--- src/rtl/fp_div.sv ---
// Iterative IEEE-754 divider: unpack, normalize denormals, restoring
// division one quotient bit per cycle, then round-to-nearest-even and pack.
// Special operands skip straight to the commit stage (ROUND).
//
// state  | meaning
// IDLE   | waiting for start; outputs hold the last result
// UNPACK | classify latched operands, build significands and exponents
// NORM   | shift a denormal significand left, a first, then b
// DIV    | restoring division, one quotient bit per cycle
// ROUND  | align, round, pack and commit q/flags with a done pulse
module fp_div #(
  parameter int NEXP = 11,
  parameter int NSIG = 52,
  localparam int W = NEXP + NSIG + 1
) (
  input  logic         clk,
  input  logic         rst,
  input  logic         start,
  input  logic [W-1:0] a,
  input  logic [W-1:0] b,
  output logic         busy,
  output logic         done,
  output logic [W-1:0] q,
  output logic         nan,
  output logic         inf,
  output logic         zero,
  output logic         dnorm,
  output logic         norm,
  output logic         dbz
);

  localparam int M  = NSIG + 1;   // significand with hidden bit
  localparam int K  = NSIG + 3;   // quotient bits: significand, guard, round
  localparam int EW = NEXP + 3;   // signed working exponent
  localparam int CW = $clog2(K);
  localparam logic signed [EW-1:0] BIAS = EW'((1 << (NEXP - 1)) - 1);
  localparam logic signed [EW-1:0] EMAX = EW'((1 << NEXP) - 1);
  localparam logic [W-1:0] QNAN = {1'b0, {NEXP{1'b1}}, 1'b1, {(NSIG-1){1'b0}}};

  typedef enum logic [2:0] {IDLE, UNPACK, NORM, DIV, ROUND} state_t;

  state_t                 state;
  logic [W-1:0]           ar, br;
  logic [M-1:0]           ma, mb;
  logic signed [EW-1:0]   xa, xb;
  logic [M:0]             rem;
  logic [K-1:0]           qw;
  logic [CW-1:0]          cnt;
  logic                   sgn;
  logic                   sp;
  logic [W-1:0]           sp_q;
  logic                   sp_dbz;

  // class of a stored word (sign excluded): {nan, inf, zero, dnorm, norm}
  function automatic logic [4:0] cls(input logic [W-2:0] v);
    logic emx, ez, fz;
    emx = &v[W-2:NSIG];
    ez  = ~|v[W-2:NSIG];
    fz  = ~|v[NSIG-1:0];
    cls = {emx & ~fz, emx & fz, ez & fz, ez & ~fz, ~emx & ~ez};
  endfunction

  // operand field decode from the latched operands
  logic [NEXP-1:0]      a_e, b_e;
  logic [NSIG-1:0]      a_f, b_f;
  logic                 a_ez, b_ez, a_nan, b_nan, a_inf, b_inf, a_zero, b_zero;
  logic [M-1:0]         ua_m, ub_m;
  logic signed [EW-1:0] ua_x, ub_x;
  logic                 s_ab;

  assign a_e    = ar[W-2:NSIG];
  assign b_e    = br[W-2:NSIG];
  assign a_f    = ar[NSIG-1:0];
  assign b_f    = br[NSIG-1:0];
  assign a_ez   = ~|a_e;
  assign b_ez   = ~|b_e;
  assign a_nan  = (&a_e) & (|a_f);
  assign b_nan  = (&b_e) & (|b_f);
  assign a_inf  = (&a_e) & ~(|a_f);
  assign b_inf  = (&b_e) & ~(|b_f);
  assign a_zero = a_ez & ~(|a_f);
  assign b_zero = b_ez & ~(|b_f);
  assign ua_m   = {~a_ez, a_f};
  assign ub_m   = {~b_ez, b_f};
  // a denormal carries the same scale as exponent field 1
  assign ua_x   = a_ez ? EW'(1) : {3'b000, a_e};
  assign ub_x   = b_ez ? EW'(1) : {3'b000, b_e};
  assign s_ab   = ar[W-1] ^ br[W-1];

  // special-operand result selection
  logic         sp_hit, sp_dz;
  logic [W-1:0] sp_val;
  always_comb begin
    sp_hit = a_nan | b_nan | a_inf | b_inf | a_zero | b_zero;
    sp_dz  = 1'b0;
    if (a_nan | b_nan | (a_inf & b_inf) | (a_zero & b_zero)) begin
      sp_val = QNAN;
    end else if (a_inf) begin
      sp_val = {s_ab, {NEXP{1'b1}}, {NSIG{1'b0}}};
    end else if (b_inf | a_zero) begin
      sp_val = {s_ab, {(W-1){1'b0}}};
    end else begin
      sp_val = {s_ab, {NEXP{1'b1}}, {NSIG{1'b0}}};
      sp_dz  = 1'b1;
    end
  end

  // one normalizing shift: a first, then b
  logic [M-1:0]         na_m, nb_m;
  logic signed [EW-1:0] na_x, nb_x;
  always_comb begin
    na_m = ma;
    na_x = xa;
    nb_m = mb;
    nb_x = xb;
    if (!ma[M-1]) begin
      na_m = {ma[M-2:0], 1'b0};
      na_x = xa - EW'(1);
    end else if (!mb[M-1]) begin
      nb_m = {mb[M-2:0], 1'b0};
      nb_x = xb - EW'(1);
    end
  end

  // restoring division step
  logic       rem_ge;
  logic [M:0] rem_sub;
  always_comb begin
    rem_ge  = rem >= {1'b0, mb};
    rem_sub = rem_ge ? (rem - {1'b0, mb}) : rem;
  end

  // quotient alignment, denormal shift, rounding and packing
  logic signed [EW-1:0] e0, e1, ebase, e_out, cy;
  logic [EW-1:0]        shu;
  logic [K-1:0]         xs, xsh;
  logic [M-1:0]         sig;
  logic [M:0]           sig_r;
  logic                 dn, lost, g, stk, up;
  logic [W-1:0]         res, nxt_q;
  always_comb begin
    e0 = xa - xb + BIAS;
    if (qw[K-1]) begin
      xs = qw;
      e1 = e0;
    end else begin
      xs = {qw[K-2:0], 1'b0};
      e1 = e0 - EW'(1);
    end
    dn    = 1'b0;
    lost  = 1'b0;
    xsh   = xs;
    ebase = e1;
    shu   = '0;
    if (e1[EW-1] || (e1 == '0)) begin
      dn    = 1'b1;
      ebase = '0;
      shu   = EW'(1) - e1;
      if (shu >= EW'(K)) begin
        xsh  = '0;
        lost = |xs;
      end else begin
        xsh  = xs >> shu;
        lost = |(xs & ~({K{1'b1}} << shu));
      end
    end
    sig   = xsh[K-1:2];
    g     = xsh[1];
    stk   = xsh[0] | lost | (|rem);
    up    = g & (stk | sig[0]);
    sig_r = {1'b0, sig} + {{M{1'b0}}, up};
    // carry into the hidden bit (denormal) or past it (normal) bumps exponent
    cy    = '0;
    cy[0] = dn ? sig_r[M-1] : sig_r[M];
    e_out = ebase + cy;
    if (e_out >= EMAX) res = {sgn, {NEXP{1'b1}}, {NSIG{1'b0}}};
    else               res = {sgn, e_out[NEXP-1:0], sig_r[NSIG-1:0]};
    nxt_q = sp ? sp_q : res;
  end

  // control FSM and datapath registers
  always_ff @(posedge clk or posedge rst) begin
    if (rst) begin
      state  <= IDLE;
      busy   <= 1'b0;
      done   <= 1'b0;
      q      <= '0;
      dbz    <= 1'b0;
      {nan, inf, zero, dnorm, norm} <= 5'b00100;
      ar     <= '0;
      br     <= '0;
      ma     <= '0;
      mb     <= '0;
      xa     <= '0;
      xb     <= '0;
      rem    <= '0;
      qw     <= '0;
      cnt    <= '0;
      sgn    <= 1'b0;
      sp     <= 1'b0;
      sp_q   <= '0;
      sp_dbz <= 1'b0;
    end else begin
      done <= 1'b0;
      case (state)
        IDLE: begin
          if (start) begin
            ar    <= a;
            br    <= b;
            busy  <= 1'b1;
            dbz   <= 1'b0;
            state <= UNPACK;
          end
        end
        UNPACK: begin
          ma     <= ua_m;
          mb     <= ub_m;
          xa     <= ua_x;
          xb     <= ub_x;
          sgn    <= s_ab;
          sp     <= sp_hit;
          sp_q   <= sp_val;
          sp_dbz <= sp_hit & sp_dz;
          if (sp_hit) begin
            state <= ROUND;
          end else if (!ua_m[M-1] || !ub_m[M-1]) begin
            state <= NORM;
          end else begin
            rem   <= {1'b0, ua_m};
            cnt   <= CW'(K - 1);
            state <= DIV;
          end
        end
        NORM: begin
          ma <= na_m;
          mb <= nb_m;
          xa <= na_x;
          xb <= nb_x;
          if (na_m[M-1] && nb_m[M-1]) begin
            rem   <= {1'b0, na_m};
            cnt   <= CW'(K - 1);
            state <= DIV;
          end
        end
        DIV: begin
          rem <= {rem_sub[M-1:0], 1'b0};
          qw  <= {qw[K-2:0], rem_ge};
          if (cnt == '0) state <= ROUND;
          else           cnt   <= cnt - 1'b1;
        end
        ROUND: begin
          q     <= nxt_q;
          {nan, inf, zero, dnorm, norm} <= cls(nxt_q[W-2:0]);
          dbz   <= sp_dbz;
          done  <= 1'b1;
          busy  <= 1'b0;
          state <= IDLE;
        end
        default: state <= IDLE;
      endcase
    end
  end

endmodule

--- config.mk ---
export PLATFORM = sky130hd
export DESIGN_NAME = fp_div
export DESIGN_NICKNAME = d
export VERILOG_FILES = /design/src/rtl/fp_div.sv
export SDC_FILE = /design/constraint.sdc
export NUM_CORES = 2
export LEC_CHECK = 0
export CORE_MARGIN = 3
export CORE_UTILIZATION = 50
export DETAILED_ROUTE_END_ITERATION = 12
export MAX_ROUTING_LAYER = met4
export PLACE_DENSITY = 0.66
export SYNTH_ARGS = -nofsm -noshare
export SYNTH_HDL_FRONTEND = slang
export SYNTH_SLANG_ARGS = --single-unit
--- constraint.sdc ---
create_clock -name clk -period 25.9 [get_ports clk]
set_clock_uncertainty 0.2 [all_clocks]
set_input_delay 5.18 -clock clk [delete_from_list [all_inputs] [get_ports clk]]
set_output_delay 5.18 -clock clk [all_outputs]
set_load 0.03 [all_outputs]
## After elaboration in Yosys (flattened, before gate mapping)

Cells that the tools add are included.

- Add/sub/neg operators: 10
- Order comparisons: 3
- Equality and inequality tests: 13
- Shift-type cells: 2
- Mux-type cells: 50
- Bitwise operators: 32
- Reductions and logical operators: 32

Operators with widths:

| kind | count |
|---|---|
| $mux W53 | 4 |
| $pmux W53 S2 | 2 |
| $mux W63 | 3 |
| $mux W55 | 3 |
| $mux W54 | 3 |
| $pmux W54 S3 | 1 |
| $reduce_or A52 Y1 | 3 |
| $mux W64 | 2 |
| $reduce_or A55 Y1 | 2 |
| $mux W14 | 5 |
| $pmux W14 S2 | 2 |
| $and A55 B55 Y55 | 1 |
| $not A55 Y55 | 1 |
| $shl A55 B14 Y55 const A | 1 |
| $shr A55 B14 Y55 | 1 |
| $add A53 B1 Y54 | 1 |
| $ge A54 B53 Y1 | 1 |
| $reduce_or A54 Y1 | 1 |
| $sub A53 B53 Y53 | 1 |
| $sub A14 B2 Y14 const B | 3 |
| $reduce_and A11 Y1 | 3 |
| $reduce_or A11 Y1 | 3 |
| $mux W6 | 4 |
| $mux W11 | 2 |
| 32 further kinds | 89 |

- Register bits: 519
- Input bits: 131
- Output and inout port bits: 72
- Logic and storage cells: 166

## Longest topological paths before layout

- Word-level depth: 24
- Mapped depth: 55
- Mapped depth without buffers: 48

## Least setup slack after synthesis

Ideal clock, no wire load.

- Path type: register -> register
- Start: reg xb[0]
- End: reg zero
- Setup time: 0.063 ns
- Arrival: 11.637 ns
- Slack: 14.000 ns
- Cell stages (with the launch flop): 53
- Path buffers: 8
- Period minus slack after synthesis: 11.900 ns
- Cell sequence: dfrtp_1 inv_1 ha_1 buf_2 clkbuf_1 clkinv_1 buf_1 ha_1 nor2b_1 a21oi_1 inv_2 buf_1 clkbuf_1 clkbuf_1 ha_1 nand2_1 or4_4 a21oi_2 (+17 left out) a21oi_1 o21ai_0 ha_1 nand2_1 or2_2 or4b_2 nor3_1 o21ai_0 a22oi_1 a21oi_1 o21ai_1 nor4b_1 a22oi_1 o2111ai_1 a311o_1 or4_4 nor4_4 a32o_1

- Longest elaborated chain between the ends: 24
- Elaborated cells on any way between the ends: 34
- Classes of those cells: 6 x add/sub; 2 x order compare; 2 x shift; 10 x mux; 7 x bitwise; 7 x reduce/logical

RTL lines:

| element | RTL line | source |
|---|---|---|
| start: declaration | 45 | `logic signed [EW-1:0] xa, xb;` |
| start signal: assignment | 219 | `xb <= ub_x;` |
| start signal: assignment | 238 | `xb <= nb_x;` |
| $sub A14 B14 Y14 * | 142 | `e0 = xa - xb + BIAS;` |
| $add A14 B11 Y14 * | 142 |  |
| $sub A14 B2 Y14 | 148 | `e1 = e0 - EW'(1);` |
| $mux W14 * | 143 | `if (qw[K-1]) begin` |
| $sub A2 B14 Y14 | 158 | `shu = EW'(1) - e1;` |
| $shl A55 B14 Y55 | 164 | `lost = \|(xs & ~({K{1'b1}} << shu));` |
| $not A55 Y55 | 164 |  |
| $and A55 B55 Y55 | 164 |  |
| (+8 left out) | n/a |  |
| $mux W1 | 174 | `cy[0] = dn ? sig_r[M-1] : sig_r[M];` |
| $add A14 B2 Y14 | 175 | `e_out = ebase + cy;` |
| $ge A14 B12 Y1 | 176 | `if (e_out >= EMAX) res = {sgn, {NEXP{1'b1}}, {NSIG{1'b0}}};` |
| $mux W63 * | 176 |  |
| $mux W64 * | 178 | `nxt_q = sp ? sp_q : res;` |
| $reduce_or A52 Y1 / $reduce_or A11 Y1 (equally long branches) | 59, 58 |  |
| $logic_not A1 Y1 (on tied branches) | 59, 58 |  |
| $and A1 B1 Y1 * | 60 | `cls = {emx & ~fz, emx & fz, ez & fz, ez & ~fz, ~emx & ~ez};` |
| end signal: assignment | 253 | `{nan, inf, zero, dnorm, norm} <= cls(nxt_q[W-2:0]);` |
| end: declaration | 26 | `output logic zero,` |

Every way passes the cells marked *; elsewhere a longest branch is shown, timed or not.
A chain may end at the register's enable or synchronous reset.

## Final worst setup path

Ends and elaborated chain as after synthesis.

==> results_dict.tcl <==
set metrics [dict create \
    status "complete, but fails checks" \
    violations "max-capacitance violations, max-slew violations" \
    crit_path_max_fanout 62 \
    drc_errors 0 \
    vias 32564 \
    cts.repair.resized 0 \
    wire_per_inst_um 26.3 \
    reg2reg_depth 48 \
    drtAntennaViolNets 0 \
    required_ps 26250 \
    worstReg2RegEnd "zero" \
    end_kind "flop" \
    max_stage_delay_ps 690 \
    grt.total_usage 0.375 \
    synth_flop_cell "dfrtp_1" \
    post-route-min-period_ps 14400 \
    clock_path_buffers 3 \
    crit_family "simple AND/OR/NAND/NOR gates" \
    min_from "q[41]" \
    yosysMostFrequentCell "nand2_1" \
    overflow 0 \
    rsz0062_at_grt "false" \
    ys_seq_area_frac 0.343 \
    yosys.cell_types.count 115 \
    cts_root_buf "clkbuf_16" \
    r2r_slack_ps 11500 \
    area_growth_pct 13.7 \
    avgSynthCellArea_um2 8.39 \
    clk_latency_ps 630 \
    path_clk_slew_ps 60 \
    post-cts-setup-buffers 0 \
    wirelength_um 130000 \
    grt_pass1_vias 31457 \
    fin_crit_sh 0.556 \
    syn-instance-count 3990 \
    start_util 0.507 \
    holdPathEnd "q[41]" \
    htreeDepth 2 \
    cp.arrival_ps 14750 \
    synth_edf_count 0 \
    ys_warn_count 0 \
    hold_class "reg -> reg" \
    fp.coreArea_um2 66000 \
    start_kind "flop" \
    antenna_found_initial 1 \
    rows 94 \
    cpMaxStageDelayCell "or4b_2" \
    setup_viol 0 \
    die_w_um 265 \
    grt_pass1_wl_um 196000 \
    dpl.hpwl_um 96400 \
    die-height_um 265 \
    synthTopCellsByArea "dfrtp_1 (34%), nand2_1 (6.6%), mux2_2 (6.4%)" \
    ys_top_cells_by_count "nand2_1 (586), dfrtp_1 (457), nor2_1 (321), a21oi_1 (294), o21ai_0 (269)" \
    viasPerCell 6.56 \
    synth_area_leader_cell "dfrtp_1" \
    syn_area_um2 33500 \
    first_iter_violations 3255 \
    portBuffers 202 \
    cts_tree "done" \
    ctsHoldBuffers 0 \
    io_pins 203 \
    cts.sinks 458 \
    fp.dieArea_um2 70100 \
    whs_path_depth 2 \
    slew_viol_final 6 \
    ys_seq_elements 458 \
    drv_cap 1 \
    synth_top_area_share 0.342 \
    grt_max_degree 126 \
    synthArstFlopShare 1.00 \
    synth_fp_nets 4211 \
    hold_viol 0 \
    drt_pass1_iterations 8 \
    gp_congestion 1.03 \
    clock.fmax_ghz 0.0695 \
    worstMarginPinSlew_ps 1560 \
    slew_headroom -0.0699 \
    crit_buf_inv 9 \
    r2r-start "xb[0]" \
    worstSetupPathType "reg -> reg" \
    fin_setup_tns_ps 0 \
    nets 4282 \
    drive_gt1_frac 0.115 \
    numCtsBuffers 49 \
]
==> worst register-to-register path, delay by kind of cell (launching register included) <==
kind	cells	cell delay, ps
compound gates	13	3320
xor+xnor	2	320
fa+ha+maj	5	1790
buf+inv	9	2850
flops	1	380
simple gates	19	5490
==> cells in the final DEF, fill, tap and decap left out, types with 84 or more instances in the layout <==
master / count
nor2_1: 316
o21ai_0: 269
ha_1: 86
inv_1: 111
dfrtp_1: 454
a21oi_1: 291
clkdlybuf4s50_1: 202
nand2_1: 584
mux2i_1: 174
mux2_2: 190
o22ai_1: 84
==> worst max path at each step <==
stage	to	cells past startpoint	from	slack (ps)
2_1_floorplan	ar[0]	1	rst	7750
3_3_place_gp	zero	48	xb[0]	12080
3_5_place_dp	zero	48	xb[0]	11780
4_1_cts	zero	48	xb[0]	11680
5_1_grt	zero	48	xb[0]	10470
6_report	zero	48	xb[0]	11500
==> flip-flops by register name, summed over array words and instances (netlist names), 3 cells and up <==
register	cells
xa	14
mb	53
br	64
q	64
ma	53
xb	14
sp_q	3
state	3
ar	64
cnt	6
qw	55
rem	54
==> cell type report <==
cell class                 instances  area (um2)
fill                            6068       27900
timing repair buffer             275        2570
tap                              864        1080
sequential                       458       11500
inverter                         116         443
antenna                            2        5.00
multi-input combinational       3161       20700
clock buffer                      67        1410
clock inverter                    24         343
==> kinds of logic (layout without fill, tap and decap cells) <==
group	count (synthesis)	count (layout)	share of synthesized area
other cells	0	2	0
fa+ha+maj	90	90	0.0341
simple gates	1394	1394	0.195
buf+inv	371	482	0.0440
compound gates	1177	1177	0.228
mux	374	374	0.123
flops	458	458	0.343
xor+xnor	126	126	0.0339
==> per-layer routing <==
layer / global-route usage / part of all wire / vias up
met4: 0.241 / 0.078 / 0
met3: 0.0443 / 0.059 / 421
li1: - / - / 14845
met1: 0.418 / 0.36 / 15894
met2: 0.640 / 0.50 / 1404
met5: - / 0 / -
==> per-stage QoR <==
step	std cells	area [um2]	hold slack [ps]	util	worst slack [ps]
CTS	4965	38000	267	0.576	11680
global placement	4874	36300	251	0.550	12080
floorplan	3990	33500	245	-	7750
global route	4966	38000	303	0.577	10470
finish	4967	38000	265	0.577	11500
detailed placement	4874	36300	256	0.550	11780
Power is left out: the tool's default activity adds up to more than one toggle a clock period on the data nets, which glitch-free logic cannot reach.
